### src/rtl/mux_rr_arbiter.sv
// Round-robin owner arbiter for a shared 4:1 single-bit multiplexer.
// Each grant has a bounded tenure. Select lines change only when a new owner is granted.
module mux_rr_arbiter #(
  parameter int MAX_HOLD = 8
) (
  input  logic       clk,
  input  logic       rst,
  input  logic [3:0] req,
  output logic [3:0] grant,
  output logic       s0,
  output logic       s1,
  output logic       busy,
  output logic       preempt
);

  localparam logic [0:0] ST_IDLE  = 1'b0;
  localparam logic [0:0] ST_OWN   = 1'b1;
  localparam logic [7:0] HOLD_LIM = 8'(MAX_HOLD - 1);

  logic [0:0] state_r, state_s;
  logic [3:0] grant_r, grant_s;
  logic [1:0] sel_r, sel_s;
  logic [1:0] last_r, last_s;
  logic [7:0] hold_r, hold_s;
  logic       busy_r;
  logic       preempt_r, preempt_s;
  logic [1:0] start_s;
  logic [2:0] pick_s;

  // The first candidate at or after start, wrapping mod 4; bit 2 flags a hit.
  function automatic logic [2:0] rr_pick(input logic [3:0] cand, input logic [1:0] start);
    logic [2:0] res;
    logic [1:0] idx;
    res = 3'b000;
    // Walk from the farthest offset down so the nearest candidate wins.
    for (int i = 3; i >= 0; i--) begin
      idx = start + 2'(i);
      if (cand[idx]) begin
        res = {1'b1, idx};
      end else begin
        res = res;
      end
    end
    return res;
  endfunction

  function automatic logic [3:0] onehot(input logic [1:0] idx);
    return 4'b0001 << idx;
  endfunction

  // Next-state, grant and tenure decisions.
  always_comb begin
    state_s   = state_r;
    grant_s   = grant_r;
    sel_s     = sel_r;
    last_s    = last_r;
    hold_s    = hold_r;
    preempt_s = 1'b0;
    start_s   = last_r + 2'd1;
    pick_s    = 3'b000;
    case (state_r)
      ST_IDLE: begin
        pick_s = rr_pick(req, start_s);
        if (pick_s[2]) begin
          state_s = ST_OWN;
          grant_s = onehot(pick_s[1:0]);
          sel_s   = pick_s[1:0];
          last_s  = pick_s[1:0];
          hold_s  = 8'd0;
        end else begin
          grant_s = 4'b0000;
        end
      end
      ST_OWN: begin
        if (req[last_r]) begin
          if (hold_r < HOLD_LIM) begin
            hold_s = hold_r + 8'd1;
          end else begin
            // Tenure exhausted: rotate only if someone else is waiting.
            pick_s = rr_pick(req & ~onehot(last_r), start_s);
            if (pick_s[2]) begin
              grant_s   = onehot(pick_s[1:0]);
              sel_s     = pick_s[1:0];
              last_s    = pick_s[1:0];
              hold_s    = 8'd0;
              preempt_s = 1'b1;
            end else begin
              hold_s = HOLD_LIM;
            end
          end
        end else begin
          // The owner's request is low, so it naturally sorts last in the search.
          pick_s = rr_pick(req, start_s);
          if (pick_s[2]) begin
            grant_s = onehot(pick_s[1:0]);
            sel_s   = pick_s[1:0];
            last_s  = pick_s[1:0];
            hold_s  = 8'd0;
          end else begin
            state_s = ST_IDLE;
            grant_s = 4'b0000;
            hold_s  = 8'd0;
          end
        end
      end
      default: begin
        state_s = ST_IDLE;
        grant_s = 4'b0000;
        hold_s  = 8'd0;
      end
    endcase
  end

  // State and output registers with synchronous reset.
  always_ff @(posedge clk) begin
    if (rst) begin
      state_r   <= ST_IDLE;
      grant_r   <= 4'b0000;
      sel_r     <= 2'b00;
      last_r    <= 2'd3;
      hold_r    <= 8'd0;
      busy_r    <= 1'b0;
      preempt_r <= 1'b0;
    end else begin
      state_r   <= state_s;
      grant_r   <= grant_s;
      sel_r     <= sel_s;
      last_r    <= last_s;
      hold_r    <= hold_s;
      busy_r    <= |grant_s;
      preempt_r <= preempt_s;
    end
  end

  assign grant   = grant_r;
  assign s0      = sel_r[0];
  assign s1      = sel_r[1];
  assign busy    = busy_r;
  assign preempt = preempt_r;

endmodule

### config.mk
export PLATFORM = sky130hd
export DESIGN_NAME = mux_rr_arbiter
export DESIGN_NICKNAME = d
export VERILOG_FILES = /design/src/rtl/mux_rr_arbiter.sv
export SDC_FILE = /design/constraint.sdc
export NUM_CORES = 1
export LEC_CHECK = 0
export BUFFER_PORTS_ARGS = -buffer_cell sky130_fd_sc_hd__buf_2
export CAP_MARGIN = 20
export CORE_MARGIN = 1.5
export CORE_UTILIZATION = 40
export DETAILED_ROUTE_END_ITERATION = 10
export GPL_TIMING_DRIVEN = 0
export MAX_ROUTING_LAYER = met4
export PLACE_DENSITY = 0.59
export SLEW_MARGIN = 20
export SYNTH_ARGS = -nofsm -noshare
export SYNTH_HDL_FRONTEND = slang
export SYNTH_SLANG_ARGS = --single-unit
### constraint.sdc
create_clock -name clk -period 2.3 [get_ports clk]
set_input_delay 0.345 -clock clk [delete_from_list [all_inputs] [get_ports clk]]
set_output_delay 0.345 -clock clk [all_outputs]
set_load 0.05 [all_outputs]
-- Yosys cells after proc, flatten, opt, wreduce, memory -nomap -nowiden
Cells that the tools add are included.
- flip-flop bits (word level): 19
- latch bits: 0
- RAM bits: 0
- memory bits (read-only): 0
- output and inout port bits: 8
- word-level logic and storage cells: 87
- memories: 0
- add/sub/neg operators: 5
- multiply operators: 0
- div/mod/pow operators: 0
- $lt $le $gt $ge: 6
- equal/unequal tests: 4
- shift-type cells: 4
- multiplexer cells: 54
- bitwise operators: 4
- reductions and logical operators: 3
- operator list (operator ; count):
    $mux W3 ; 15
    $mux W8 ; 3
    $mux W4 ; 5
    $bmux W1 S2 ; 9
    $pmux W8 S2 ; 1
    $shl A1 B2 Y4 const A ; 4
    $lt A2 B3 Y1 const B ; 5
    $mux W1 ; 13
    $mux W2 ; 5
    $add A8 B1 Y8 const B ; 1
    $lt A8 B3 Y1 const B ; 1
    $pmux W4 S2 ; 1
    $reduce_or A4 Y1 ; 2
    $add A2 B1 Y2 const B ; 2
    $add A2 B2 Y2 const B ; 2
    $and A4 B4 Y4 ; 1
    $not A4 Y4 ; 1
    $pmux W2 S2 ; 1
    $reduce_and A4 Y1 ; 1
    $ne A3 B1 Y1 const B ; 1
    $ne A3 B2 Y1 const B ; 1
    $ne A3 B3 Y1 const B ; 1
    $ne A2 B1 Y1 const B ; 1
    $not A1 Y1 ; 2
    $pmux W1 S2 ; 1

-- Logic depth before layout (Yosys ltp)
- word-level depth: 18
- mapped depth: 9
- depth with buffers taken out: 7

-- Least setup slack after synthesis
OpenSTA, ideal clock, no wires.
- path type: reg-to-reg
- from: register last_r[0]
- to: register last_r[1]
- setup time: 0.133 ns
- data arrival time: 2.185 ns
- required time: 2.167 ns
- setup slack: -0.018 ns
- stages on the path, launching flop included: 9
- buffers on the path: 1
- clock period less this slack: 2.318 ns
- cells stage by stage: dfxtp_1 > buf_2 > inv_2 > ha_1 > nand2_1 > and3_1 > o32a_1 > a2111oi_1 > o21ai_1
- word-level cells in the longest chain between the ends: 16
- RTL lines (what ; line ; text):
    from (decl) ; 23 ; logic [1:0] last_r, last_s;
    from (signal assigned) ; 128 ; last_r <= last_s;
    parallel branches: the longest is 16 deep, another holds $add A2 B1 Y2 ; - ;
Parallel ways; which one is timed is not known. The select of a mux whose other input is x is not followed.
A chain may end at the register's enable or synchronous reset.

-- Worst setup path in the final report
- from: register last_r[0]
- to: register grant_r[0] (netlist: grant[0])
- word-level cells in the longest chain between the ends: 17
- RTL lines (what ; line ; text):
    parallel branches: the longest is 16 deep, another holds $add A2 B1 Y2 ; - ;
    $pmux W4 S2 (*) ; 61 ; case (state_r)
    to (signal assigned) ; 126 ; grant_r <= grant_s;
    to (decl) ; 21 ; logic [3:0] grant_r, grant_s;
Every way passes the cells marked *. The select of a mux whose other input is x is not followed.

==> results.md <==
- Outcome: complete, no violations
- Post-synth ARST share: 0
- Initial antenna violation count: 0
- Clk_lat worst skew: 0.31 ns
- Drt total wl: 2.650 mm
- Final worst-path cycle share: 0.9397
- Max Cap Viol: 0
- Ys flop type: dfxtp_1
- Longest Clk Path Bufs: 2
- Placer Congestion: 0.8515
- Pin slew with the least headroom to its limit: 0.9110 ns
- Largest net degree at the start of global routing: 12
- Post-Syn Area: 1169 um2
- First-pass GRT wire length: 4.422 mm
- VDD IR max: 0.0005572 V
- Detailed placer's ending HPWL: 1.936 mm
- CTS tree: yes
- Cts bufs inserted: 3
- Setup CP Type: reg2reg
- Die Ht: 57.05 um
- FP Rows: 19
- Fin crit period: 2.161 ns
- Arrival time worst endpoint: 2.40 ns
- Chip width: 57.05 um
- DR iter-0 viols: 33
- Overall Power: 1.089 mW
- Syn avg cell area: 8.787 um2
- Fillcell total: 265
- DRC errors left: 0
- Setup crit end kind: flip-flop
- H-tree levels: 1
- Crit path required time: 2.54 ns
- Initial Util: 0.4238
- Io pins: 14
- Worst-path fanout max: 15
- CP startpoint kind: flip-flop
- Unique masters post-synth: 50
- Iteration count of the initial detailed-routing pass: 4
- Clock skew: 0.01630 ns
- Hold Buf Count CTS: 0
- Synth warnings: 0
- Antenna diodes: 0
- WL/cell: 14.72 um
- Total Nets Final: 161
- Core area: 2758 um2
- Total GRT Usage: 0.1770
- Synth Instances: 133
- Final setup fails: 0
- Setup TNS: 0 ns
- PortBufs: 11
- Synthesized flop and latch total: 19
- Post-synth EDFFs: 0
- Via count: 1,072
- Max-slew violations: 0
- Clock Sinks: 19
- Post-synthesis net count: 144
- Slew margin rel.: 0.3876
- Via-to-Cell Ratio: 5.956
- Root buf cell: clkbuf_4
- RSZ-0062 raised after global routing: false
- Hold crit path type: reg2reg
- Pwr Density: 807.4 nW/um2
- Final hold slack: 0.4713 ns
- Layout area overhead: 15.42%
- CTS clk-pin slew, worst paths: 0.12 ns
- Endpoints failing hold: 0
- Gr ovfl total: 0
- Final ANT Viol Nets: 0
- Die ar.: 3255 um2
- Seq/Total Area, Yosys: 0.3255
- Fmax: 0.4627 GHz
- Vias in the first global route: 977
- Leakage: 0.5352 nW
- Fraction of layout cells with a size suffix above 1: 0.2483
==> logic make-up after synthesis <==
| group | synth area share |
|---|---|
| simple gates | 0.2762 |
| compound gates | 0.2516 |
| flops | 0.3255 |
| buf+inv | 0.05888 |
| fa+ha+maj | 0.05353 |
| xor+xnor | 0.01499 |
| mux | 0.01927 |
==> cell type report <==
type / count / area, um2 / share of cell area
timing repair buffer: 13 / 70.07 / 0.05195
buffer: 5 / 30.03 / 0.02226
inverter: 9 / 33.78 / 0.02505
multi-input combinational: 99 / 764.5 / 0.5668
clock buffer: 3 / 22.52 / 0.01670
clock inverter: 1 / 5.005 / 0.003711
tap: 31 / 38.79 / 0.02876
sequential: 19 / 384.1 / 0.2848
==> worst max-delay path: stages (launching register included) <==
cell and delay (ns):
dfxtp_4 0.46, inv_2 0.09, ha_4 0.30, nand2_1 0.08, and3_1 0.19, o32a_1 0.40
or4_1 0.48, o211ai_1 0.09
==> state kept, by name, summed over array words and instances (netlist names) <==
signal,flops
preempt,1
busy,1
last_r,2
state_r,1
hold_r,8
sel_r,2
grant,4
==> layout by cell type (no fill, tap or decap), drive strengths merged, types with 2 or more instances in the layout <==
cell type / count
clkinv: 2
nor4: 3
or2: 3
inv: 8
nor2b: 4
nand2: 6
ha: 5
and2: 2
or4: 4
nor3b: 2
nand2b: 4
nor3: 3
nand4: 2
xor2: 2
and3: 6
o21ai: 7
clkbuf: 4
buf: 17
o2111ai: 2
nor2: 5
a21oi: 7
dfxtp: 19
o21a: 3
o211ai: 3
a31oi: 2
o221ai: 4
nand3: 6
==> per-layer routing <==
metal  up-vias  track usage  routed length [um]
met4         0      0.04651                  27
met5         -            -                   0
li1        541            -                   -
met1       498       0.2307                1315
met3         4      0.04762                 112
met2        29       0.2726                1194
==> Yosys cell counts (all sizes together) (4+ instances only) <==
cell | instances | share of area
nor2b | 4 | 0.021
nand2b | 4 | 0.021
and3 | 6 | 0.032
nor2 | 5 | 0.016
o21ai | 7 | 0.030
buf | 5 | 0.027
nand2 | 6 | 0.021
inv | 8 | 0.026
or4 | 4 | 0.029
nand3 | 6 | 0.026
o221ai | 4 | 0.030
ha | 5 | 0.054
a21oi | 7 | 0.030
dfxtp | 19 | 0.33
==> per-stage QoR <==
step                utilization  setup slack, ns  cell area [um2]  cells
global placement         0.4596          -0.2784             1267    175
global route             0.4891          0.02574             1349    180
floorplan                     -          0.04525             1174    133
CTS                      0.4791         0.004261             1321    180
finish                   0.4891           0.1387             1349    180
detailed placement       0.4596          -0.2840             1267    175
==> power breakdown <==
part / switching (mW) / internal, mW
registers: 0.0401 / 0.369
clock network: 0.108 / 0.0649
logic: 0.312 / 0.194
total: 0.461 / 0.628
==> path summary, 6_finish.rpt <==
| kind | from | to | slack [ns] | cells past startpoint |
|---|---|---|---|---|
| setup / recovery | last_r[0] | grant[0] | 0.14 | 7 |
| hold / removal | hold_r[1] | hold_r[1] | 0.47 | 2 |
| setup reg to reg | last_r[0] | grant[0] | 0.14 | 7 |
| hold reg to reg | hold_r[1] | hold_r[1] | 0.47 | 2 |
==> timing repair <==
item,in CTS,in global routing
pin swaps,2,2
setup endpoints to repair,7,8
resized for setup,4,6
setup buffers,1,1
Note: power is estimated with default switching activity, not from simulation.
